==> config.mk <==
export PLATFORM = sky130hd
export DESIGN_NAME = pwm_dither
export DESIGN_NICKNAME = d
export VERILOG_FILES = /design/src/rtl/pwm_pkg.sv /design/src/rtl/pwm_dither_ch.sv /design/src/rtl/pwm_dither.sv
export SDC_FILE = /design/constraint.sdc
export NUM_CORES = 1
export LEC_CHECK = 0
export BUFFER_PORTS_ARGS = -buffer_cell sky130_fd_sc_hd__buf_2
export CORE_ASPECT_RATIO = 0.9
export CORE_MARGIN = 2
export CORE_UTILIZATION = 45
export CTS_CLUSTER_SIZE = 16
export DETAILED_ROUTE_END_ITERATION = 7
export PLACE_DENSITY = 0.69
export SLEW_MARGIN = 0
export SYNTH_ARGS = -nofsm -noshare
export SYNTH_HDL_FRONTEND = slang
export SYNTH_SLANG_ARGS = --single-unit
==> constraint.sdc <==
create_clock -name clk -period 5.63 [get_ports clk]
set_clock_uncertainty 0.2 [all_clocks]
set_input_delay 0.8445 -clock clk [delete_from_list [all_inputs] [get_ports clk]]
set_output_delay 0.8445 -clock clk [all_outputs]
set_load 0.02 [all_outputs]
==> src/rtl/pwm_pkg.sv <==
// Shared types and the saturating dither step for pwm_dither.
package pwm_pkg;

  typedef enum logic {EMPTY = 1'b0, RUN = 1'b1} pwm_dither_st_t;

  localparam int PWM_W = 32;

  typedef struct packed {
    logic [PWM_W-1:0] dat;
    logic [PWM_W-1:0] acc;
  } pwm_step_t;

  // Operands are zero-extended to PWM_W; dwf selects the fraction width.
  function automatic pwm_step_t pwm_step(input logic [PWM_W-1:0] acc,
                                         input logic [PWM_W-1:0] xi,
                                         input logic [PWM_W-1:0] xf,
                                         input logic [PWM_W-1:0] rng,
                                         input int               dwf);
    logic [PWM_W-1:0] sum;
    logic [PWM_W-1:0] msk;
    logic [PWM_W-1:0] v;
    pwm_step_t        r;
    msk   = (PWM_W'(1) << dwf) - PWM_W'(1);
    sum   = acc + xf;
    v     = xi + ((sum >> dwf) & PWM_W'(1));
    r.acc = sum & msk;
    r.dat = (v > rng) ? rng : v;
    return r;
  endfunction

endpackage

==> src/rtl/pwm_dither_ch.sv <==
// One dither channel: sample hold, error accumulator and saturated output.
module pwm_dither_ch
  import pwm_pkg::*;
#(
  parameter int DWC = 8,
  parameter int DWF = 8
) (
  input  logic               clk,
  input  logic               rstn,
  input  logic               clr,
  input  logic               ld,
  input  logic               stp,
  input  logic               zro,
  input  logic [DWC+DWF-1:0] s_dat,
  input  logic [DWC-1:0]     rng,
  output logic [DWC-1:0]     m_dat
);

  logic [DWC+DWF-1:0] hld;
  logic [DWC+DWF-1:0] src;
  logic [DWF-1:0]     acc;
  pwm_step_t          r;
  logic               unused_bits;

  assign src = ld ? s_dat : hld;
  assign r   = pwm_step(PWM_W'(acc), PWM_W'(src[DWC+DWF-1:DWF]),
                        PWM_W'(src[DWF-1:0]), PWM_W'(rng), DWF);

  // Upper bits are always zero: results never exceed the operand widths.
  assign unused_bits = ^{r.dat[PWM_W-1:DWC], r.acc[PWM_W-1:DWF]};

  always_ff @(posedge clk or negedge rstn) begin
    if (!rstn) begin
      hld   <= '0;
      acc   <= '0;
      m_dat <= '0;
    end else if (clr) begin
      hld   <= '0;
      acc   <= '0;
      m_dat <= '0;
    end else begin
      if (ld) hld <= s_dat;
      if (ld || stp) begin
        acc   <= r.acc[DWF-1:0];
        m_dat <= r.dat[DWC-1:0];
      end else if (zro) begin
        m_dat <= '0;
      end
    end
  end

endmodule

==> src/rtl/pwm_dither.sv <==
// Sample repeater with first-order error-feedback dither feeding the PWM.
// Define PWM_DITHER_HOLD_EN to keep dithering the last sample after underflow.
//
// state | meaning
// EMPTY | no sample held, waiting for s_vld (m_vld=0)
// RUN   | sample held, m_dat valid, repeating for rpt+1 periods
module pwm_dither
  import pwm_pkg::*;
#(
  parameter int DWC = 8,
  parameter int DWF = 8,
  parameter int CHN = 1,
  parameter int DWR = 8
) (
  input  logic                         clk,
  input  logic                         rstn,
  input  logic                         ena,
  input  logic [DWR-1:0]               rpt,
  input  logic [DWC-1:0]               rng,
  input  logic [CHN-1:0][DWC+DWF-1:0]  s_dat,
  input  logic                         s_vld,
  output logic                         s_rdy,
  output logic [CHN-1:0][DWC-1:0]      m_dat,
  output logic                         m_vld,
  input  logic                         m_rdy,
  output logic                         unf
);

`ifdef PWM_DITHER_HOLD_EN
  localparam bit HOLD = 1'b1;
`else
  localparam bit HOLD = 1'b0;
`endif

  pwm_dither_st_t st, st_nx;
  logic [DWR-1:0] cnt, cnt_nx;
  logic           ld, stp, zro, unf_nx;

  always_ff @(posedge clk or negedge rstn) begin
    if (!rstn) begin
      st  <= EMPTY;
      cnt <= '0;
      unf <= 1'b0;
    end else begin
      st  <= st_nx;
      cnt <= cnt_nx;
      unf <= unf_nx;
    end
  end

  always_comb begin
    st_nx  = st;
    cnt_nx = cnt;
    s_rdy  = 1'b0;
    ld     = 1'b0;
    stp    = 1'b0;
    zro    = 1'b0;
    unf_nx = 1'b0;
    case (st)
      EMPTY: begin
        s_rdy = 1'b1;
        if (s_vld) begin
          ld     = 1'b1;
          cnt_nx = '0;
          st_nx  = RUN;
        end else if (HOLD && m_rdy) begin
          stp = 1'b1;
        end
      end
      RUN: begin
        // rpt is compared live, so a shrink below cnt ends the sample.
        if (m_rdy) begin
          if (cnt < rpt) begin
            stp    = 1'b1;
            cnt_nx = cnt + DWR'(1);
          end else if (s_vld) begin
            s_rdy  = 1'b1;
            ld     = 1'b1;
            cnt_nx = '0;
          end else begin
            st_nx  = EMPTY;
            cnt_nx = '0;
            unf_nx = 1'b1;
            stp    = HOLD;
            zro    = !HOLD;
          end
        end
      end
      default: st_nx = EMPTY;
    endcase
    if (!ena) begin
      st_nx  = EMPTY;
      cnt_nx = '0;
      s_rdy  = 1'b0;
      ld     = 1'b0;
      stp    = 1'b0;
      zro    = 1'b0;
      unf_nx = 1'b0;
    end
  end

  assign m_vld = (st == RUN);

  for (genvar i = 0; i < CHN; i++) begin : g_ch
    pwm_dither_ch #(
      .DWC (DWC),
      .DWF (DWF)
    ) u_ch (
      .clk   (clk),
      .rstn  (rstn),
      .clr   (!ena),
      .ld    (ld),
      .stp   (stp),
      .zro   (zro),
      .s_dat (s_dat[i]),
      .rng   (rng),
      .m_dat (m_dat[i])
    );
  end

endmodule

# After elaboration in Yosys (flattened, before gate mapping)
# Index checks and enable logic that the tools add are counted.
# classes
n_lt_le_gt_ge	2
reduce_logical	2
bitwise	1
n_eq_ne	4
add_sub_neg	3
muxes	33
# ops
op	count
$mux W8	10
$mux W16	2
$mux W1	17
$pmux W8 S2	1
$add A8 B1 Y9	1
$add A8 B8 Y9	1
$gt A9 B8 Y1	1
$add A8 B1 Y8 const B	1
$lt A8 B8 Y1	1
$ne A3 B3 Y1 const B	2
$pmux W1 S2	3
$ne A3 B1 Y1 const B	1
$ne A2 B1 Y1 const B	1
$reduce_and A2 Y1	1
$logic_or A1 B1 Y1	1
$not A1 Y1	1
# word_totals
regBits	42
input_bits	37
elab_cells	51
out_inout_bits	11

# Logic depth before layout (Yosys ltp)
# Gate-level depths: netlist of the first run.
# depth
ltp_word	12
depth_mapped	32

# Hierarchy
# From an unflattened synthesis of the first run, not the netlist that was laid out.
# hier_totals
hier_cells	306
hier_area_um2	2885.3
# by_module_without_submodules
module	seq_area_each_um2	cells_each	instances	area_each_um2
pwm_dither_ch	800.8	218	1	2143.3
pwm_dither	250.2	88	1	742.0

# Least setup slack after synthesis of the first run
# OpenSTA, ideal clock, no wires.
# synth_path
path_type	input port to flip-flop
startpoint	input rpt[2]
endpoint	register g_ch[0].u_ch.m_dat[6]
arrival_time_ps	6377
path_buffers	2
setup_time_ps	104
path_slack_ps	-1050
cell_stages	32
path_cell_list	inv_1 > ha_1 > a211oi_2 > o21ai_2 > a211oi_4 > a21oi_4 > buf_2 > mux2_2 > ha_1 > fa_1 > a21o_1 > a21oi_1 > o21bai_1 > a21oi_1 > nor2b_1 > o21ai_0 > nand2b_1 > ha_1 > ha_1 > and3_1 > nand3_1 > xor2_1 > mux2i_1 > ha_1 > a2111oi_0 > nand2_1 > a31oi_1 > nor3_1 > a211oi_2 > buf_2 > nand3_1 > o311ai_1
# synth_via
elab_chain_cells	12
elab_cells_between_ends	22
# synth_rtl
item	line_no	source
from (decl)	pwm_dither.sv:18	input logic [DWR-1:0] rpt,
$lt A8 B8 Y1 *	pwm_dither.sv:73	if (cnt < rpt) begin
$mux W1	pwm_dither.sv:73	
$mux W1	pwm_dither.sv:72	if (m_rdy) begin
$pmux W1 S2	pwm_dither.sv:59	case (st)
$mux W1	pwm_dither.sv:91	if (!ena) begin
$mux W16	n/a	
$add A8 B8 Y9	pwm_pkg.sv:24	sum = acc + xf;
$add A8 B1 Y9	pwm_pkg.sv:25	v = xi + ((sum >> dwf) & PWM_W'(1));
$gt A9 B8 Y1	pwm_pkg.sv:27	r.dat = (v > rng) ? rng : v;
$mux W8	pwm_pkg.sv:27	
$mux W8	pwm_dither_ch.sv:43	if (ld || stp) begin
$mux W8	pwm_dither_ch.sv:37	end else if (clr) begin
to (signal assigned)	pwm_dither_ch.sv:45	m_dat <= r.dat[DWC-1:0];
to (decl)	pwm_dither_ch.sv:16	output logic [DWC-1:0] m_dat
# Every way passes the cells marked *; elsewhere a longest branch is shown, timed or not.
# A chain may end at the register's enable or synchronous reset.

# Worst setup path in the final report of the first run
# layout_path
startpoint	input rpt[2]
endpoint	register g_ch[0].u_ch.m_dat[2]
# Same word-level chain as after synthesis.

==> run metrics, run 1 <==
synth unique cells 44; Synth Register Bits 42; DR pass1 iterations 4; FILL cells about 540; hpwl dp between 5 and 6 mm; hold depth 2; Routed WL per cell around 14 um; CTS Buf Count 5; f_max 0.1678 GHz; Pleak roughly 1.9 nW; Critical Path Max Stage Delay around 340 ps; H-tree depth 2; # port buffers 47; Std-Cell Rows 27; Die Y approximately 80 um; crit end category register; initial antenna violation count 0; critical path arrival about 5900 ps; first-pass GRT wire length approximately 12 mm; Clock Path Buffers 2; DRC viols 0; shortest period the worst path allows between 5000 and 6000 ps; violated checks negative setup slack; GRT Util Overall 0.2084; Startpoint Class input port; min-delay src g_ch[0].u_ch.m_dat[6]$_DFFE_PN0P_; Cells after Synth about 310; area share of the largest cell type after synthesis 0.3621; Die ar. between 0.007 and 0.008 mm2; Max FO, Critical Path 5; max-slew violations 0; Clock Latency Late Sink 290 ps; RSZ-0062 raised after global routing yes; vias per cell between 5 and 6; Final GP Congestion between 0.8 and 0.9; R2R Setup Slk -120 ps; worst hold path class register to register; synthesized net count approximately 370; crit path kind input port to register; worst vdd ir between 100 and 150 uV; Setup WS post-layout -330.6 ps; final setup vio count 8; number of enable flip-flop cells after synthesis 0; R2R depth 30; cell area after synthesis 0.002903 mm2; most frequent cells in the layout buf_4 (49), buf_2 (46), dfrtp_1 (42), nand2_1 (28); slew margin rel. 0.3713; commonest non-fill, non-tap cell in the layout buf_4; Ys Warns 0; hold_buf cts 0; CP required around 5600 ps; final hold violation count 0; core region area 0.006182 mm2; gr ovfl total 0; status complete, but fails checks; number of I/O pins 48; crit path buf inv count 3; nets@finish roughly 470; WL final 6.797 mm; Area Overhead vs Synth 31.64%; root buffer cell clkbuf_8; vias in the first global route between 2,000 and 3,000; share of cells above drive strength 1 0.3499; initial DRC count 90; Tcrit/Tclk final 1.059; clk sink count 42; DRT antenna net count 0; pwr dens roughly 180 mW/mm2; Initial Utilization 0.4695; fraction of registers with async set/reset 1.000; CTS tree built; Hold EP g_ch[0].u_ch.m_dat[6]$_DFFE_PN0P_; Synth area leader dfrtp_1; CP top delay family compound AO/OA/AOI/OAI gates; clock slew at reported path FFs about 80 ps; maxcap violations 0; top post-synthesis cells by area dfrtp_1 (36%), ha_1 (12%), mux2_2 (3.9%); dpl ws -793.5 ps; crit path max-delay cell type fa_2; reg2reg end g_ch[0].u_ch.m_dat[2]$_DFFE_PN0P_; Avg Inst Size Synth approximately 9.5 um2; Worst Max-Slew Pin Slew 943.1 ps; reg2reg start cnt[2]$_DFFE_PN0P_; DR vias 2,531; largest net degree at the start of global routing 43; most used cell, CP ha_4; post-layout util 0.6181; register area share after synthesis 0.3621; ant diodes 0; chip width about 89 um; top_reg_cell synth dfrtp_1
Yosys cell counts, drive strengths merged, types with 7 or more instances:
master / number
a21oi: 8
and2: 13
and3: 7
dfrtp: 42
ha: 27
inv: 18
mux2: 10
mux2i: 12
nand2: 28
nand3: 22
nor2: 14
nor2b: 10
o21ai: 24
xor2: 12
final cells by class:
class | count | area (um2) | area share
sequential | 42 | 1051 | 0.2750
inverter | 18 | 75.07 | 0.01965
multi-input combinational | 237 | 1859 | 0.4866
clock inverter | 1 | 5.005 | 0.001310
timing repair buffer | 98 | 635.6 | 0.1663
tap | 87 | 108.9 | 0.02849
clock buffer | 7 | 86.33 | 0.02259
state kept, by name, summed over array words and instances (netlist names):
name             cells
cnt                  8
g_ch.u_ch.acc        8
g_ch.u_ch.hld       16
g_ch.u_ch.m_dat      8
m_vld                1
unf                  1
per-stage QoR:
stage                     total power, mW  TNS (ps)  area, um2  cells  hold slack (ps)
after floorplan                    0.4313     -4219       3003    307            283.1
after global placement             0.4960     -5192       3603    473            269.9
after detailed placement           0.4995     -6031       3603    473            272.5
after CTS                          0.7166     -2477       3800    489            305.4
after global routing               0.7492     -4954       3821    490            342.6
final                              0.7056     -2316       3821    490            300.6
repair_timing:
item | 4_1_cts | 5_1_grt
gates resized for setup | 11 | 3
pin swaps | 10 | 4
hold endpoints to repair | 0 | 0
cloned | 1 | 0
setup endpoints to repair | 8 | 8
buffers inserted | 7 | 1
report_power, final:
part	internal (mW)	switching (mW)
Sequential	0.316	0.0107
Clock	0.0991	0.104
Combinational	0.0842	0.0915
Total	0.500	0.206
worst min-delay path: cells and delay by family, from the launching register on:
family / cells / cell delay (ps)
flops: 1 / 350
compound gates: 1 / 70
simple gates: 1 / 50
cell families (layout without fill, tap and decap cells):
group	count (synthesis)	in the layout	share of synthesized area
AND/OR/NAND/NOR	111	111	0.1940
AO/OA/AOI/OAI	58	58	0.1414
flip-flops	42	42	0.3621
adder cells (fa/ha/maj)	28	28	0.1233
buffers and inverters	28	124	0.04051
multiplexers	22	22	0.08448
XOR/XNOR	18	18	0.05431
how the worst max path moves through the flow:
stage	start	end	slack, ps	depth (start not counted)
finish	rpt[2]	g_ch[0].u_ch.m_dat[2]$_DFFE_PN0P_	-330	32
global route	rpt[2]	g_ch[0].u_ch.m_dat[2]$_DFFE_PN0P_	-650	32
CTS	rpt[2]	g_ch[0].u_ch.m_dat[2]$_DFFE_PN0P_	-350	32
detailed placement	rpt[2]	g_ch[0].u_ch.m_dat[6]$_DFFE_PN0P_	-790	32
global placement	rpt[2]	g_ch[0].u_ch.m_dat[5]$_DFFE_PN0P_	-690	32
floorplan	rpt[2]	g_ch[0].u_ch.m_dat[6]$_DFFE_PN0P_	-580	32
per-layer routing:
metal / share of wire / track usage / vias up / routed length, um
li1: - / - / 1274 / -
met1: 0.49 / 0.2828 / 1205 / 3301
met2: 0.47 / 0.3440 / 43 / 3213
met3: 0.033 / 0.03494 / 9 / 223
met4: 0.0087 / 0.05152 / 0 / 59
met5: 0 / 0 / - / 0
(Power assumes the default switching activity.)
==> run 2, diff against run 1 <==
--- a/config.mk
+++ b/config.mk
@@ -8,10 +8,10 @@
 export BUFFER_PORTS_ARGS = -buffer_cell sky130_fd_sc_hd__buf_2
 export CORE_ASPECT_RATIO = 0.9
 export CORE_MARGIN = 2
-export CORE_UTILIZATION = 45
+export CORE_UTILIZATION = 30
 export CTS_CLUSTER_SIZE = 16
 export DETAILED_ROUTE_END_ITERATION = 7
-export PLACE_DENSITY = 0.69
+export RECOVER_POWER = 100
 export SLEW_MARGIN = 0
 export SYNTH_ARGS = -nofsm -noshare
 export SYNTH_HDL_FRONTEND = slang
==> run metrics, run 2 (same netlist as run 1, synthesis figures left out) <==
status complete, but fails checks; violated checks max-capacitance violations, max-slew violations, negative setup slack; crit path buf inv count 3; # port buffers 47; gr ovfl total 0; reg2reg start cnt[2]$_DFFE_PN0P_; initial DRC count 63; Pleak around 1.9 nW; reg2reg end g_ch[0].u_ch.m_dat[0]$_DFFE_PN0P_; Seq pwr share 0.435; Final Instance Area a little under 0.004 mm2; Max FO, Critical Path 4; Critical Path Max Stage Delay 340 ps; clock slew at reported path FFs ~80 ps; root buffer cell clkbuf_8; CP required around 5600 ps; most frequent cells in the layout buf_4 (51), dfrtp_1 (42), buf_2 (36), nand2_1 (28); number of I/O pins 48; f_max 0.1696 GHz; Hold EP g_ch[0].u_ch.m_dat[6]$_DFFE_PN0P_; slew margin rel. -0.5964; post-layout util 0.4081; H-tree depth 2; core region area 0.009529 mm2; WL final a little over 7 mm; Clock Path Buffers 2; clk sink count 42; vias per cell about 4.8; R2R Setup Slk -60 ps; Initial Utilization 0.3046; crit path max-delay cell type mux2_4; max FFs per register 16; final setup vio count 8; GRT Util Overall 0.1478; initial antenna violation count 0; maxcap violations 1; pwr dens between 150 and 200 mW/mm2; Final GP Congestion about 0.84; vias in the first global route between 2,000 and 3,000; ant diodes 0; hold depth 2; Worst Max-Slew Pin Slew about 2400 ps; DRC viols 0; Area Overhead vs Synth 33.97%; Int Power between 500 and 600 uW; Clock Latency Late Sink 310 ps; dpl ws -866.0 ps; RSZ-0062 raised after global routing yes; DRT antenna net count 0; nets@finish roughly 470; Die Y 97.32 um; chip width 107.7 um; Placed Cells just over 500; crit end category register; DR vias between 2,000 and 3,000; Startpoint Class input port; CTS tree built; largest net degree at the start of global routing 43; R2R depth 30; Std-Cell Rows 34; share of cells above drive strength 1 0.3243; Die ar. between 0.01 and 0.015 mm2; CP top delay family compound AO/OA/AOI/OAI gates; min-delay src g_ch[0].u_ch.m_dat[6]$_DFFE_PN0P_; area of the multi-input gates approximately 0.0019 mm2; worst hold path class register to register; clock network power share 0.332; CTS Buf Count 5; hpwl dp between 5 and 6 mm; DR pass1 iterations 4; combinational share of power 0.233; Tcrit/Tclk final 1.047; first-pass GRT wire length 12.34 mm; final hold violation count 0; Cell Area, Placed roughly 0.0036 mm2; Stages on worst setup path 32; crit path kind input port to register; hold_buf cts 0; commonest non-fill, non-tap cell in the layout buf_4; Reg area ~0.0011 mm2; worst vdd ir 92.27 uV; FILL cells roughly 1,000; Setup WS post-layout -266.5 ps; max-slew violations 43; Switch Pwr roughly 220 uW; setup tns final -1600 ps; Layout Cells excl Fill 530; register with the most flip-flops g_ch.u_ch.hld; shortest period the worst path allows 5896 ps; switching part of the total 0.2929; Routed WL per cell 13.62 um; critical path arrival between 5000 and 6000 ps
## run 2: changes by cell type in the layout (fill, tap and decap cells not counted), sizes merged
cell      delta
clkinvlp     +1
clkinv       -1
clkbuf       +9
bufinv       +1
buf          -9
## run 2: what timing repair did
action,4_1_cts,5_1_grt
gates resized for setup,14,5
gates cloned,1,0
endpoints found under the setup margin,8,8
buffers inserted,7,3
pin swaps,14,2
## run 2: worst max-delay path by stage
stage           start  slack (ps)                           endpoint
5_1_grt        rpt[2]        -660  g_ch[0].u_ch.m_dat[0]$_DFFE_PN0P_
4_1_cts        rpt[2]        -250  g_ch[0].u_ch.m_dat[0]$_DFFE_PN0P_
2_1_floorplan  rpt[2]        -580  g_ch[0].u_ch.m_dat[6]$_DFFE_PN0P_
3_3_place_gp   rpt[2]        -660  g_ch[0].u_ch.m_dat[6]$_DFFE_PN0P_
3_5_place_dp   rpt[2]        -870  g_ch[0].u_ch.m_dat[3]$_DFFE_PN0P_
6_report       rpt[6]        -270  g_ch[0].u_ch.m_dat[0]$_DFFE_PN0P_
## run 2: per-stage QoR
stage | power (mW) | hold slack [ps]
2_1_floorplan | 0.4313 | 283.1
3_3_place_gp | 0.4975 | 276.8
3_5_place_dp | 0.5012 | 275.6
4_1_cts | 0.7668 | 310.0
5_1_grt | 0.7987 | 322.0
6_report | 0.7522 | 305.1
## run 2: layer usage
metal  vias up  share of wire  global-route usage
li1       1281              -                   -
met1      1217           0.47              0.1968
met2        31           0.49              0.2458
met3         8          0.030             0.02482
met4         0          0.012             0.04241
met5         -              0                   0
## run 2: worst reg2reg max path, delay by kind of cell (launching register included)
family,cells,cell delay [ps]
xor gates and xnor gates,1,140
AOI/OAI and AO/OA,13,2070
muxes,3,660
DFF,1,430
buffers and inverters,1,170
and+or+nand+nor,6,580
adders and majority gates,6,1330
## run 2: final cells by class
class / count / share of cell area
Multi-Input combinational cell: 237 / 0.4804
Sequential cell: 42 / 0.2703
Timing Repair Buffer: 99 / 0.1612
Tap cell: 126 / 0.04054
Inverter: 18 / 0.01931
Clock buffer: 6 / 0.01866
Clock inverter: 2 / 0.009653
## run 2: power by group through the flow
stage / Combinational, mW / Sequential (mW) / Clock (mW)
2_1_floorplan: 0.0953 / 0.336 / 0
3_3_place_gp: 0.165 / 0.333 / 0
3_5_place_dp: 0.168 / 0.333 / 0
4_1_cts: 0.178 / 0.327 / 0.262
5_1_grt: 0.197 / 0.330 / 0.272
6_report: 0.176 / 0.327 / 0.249
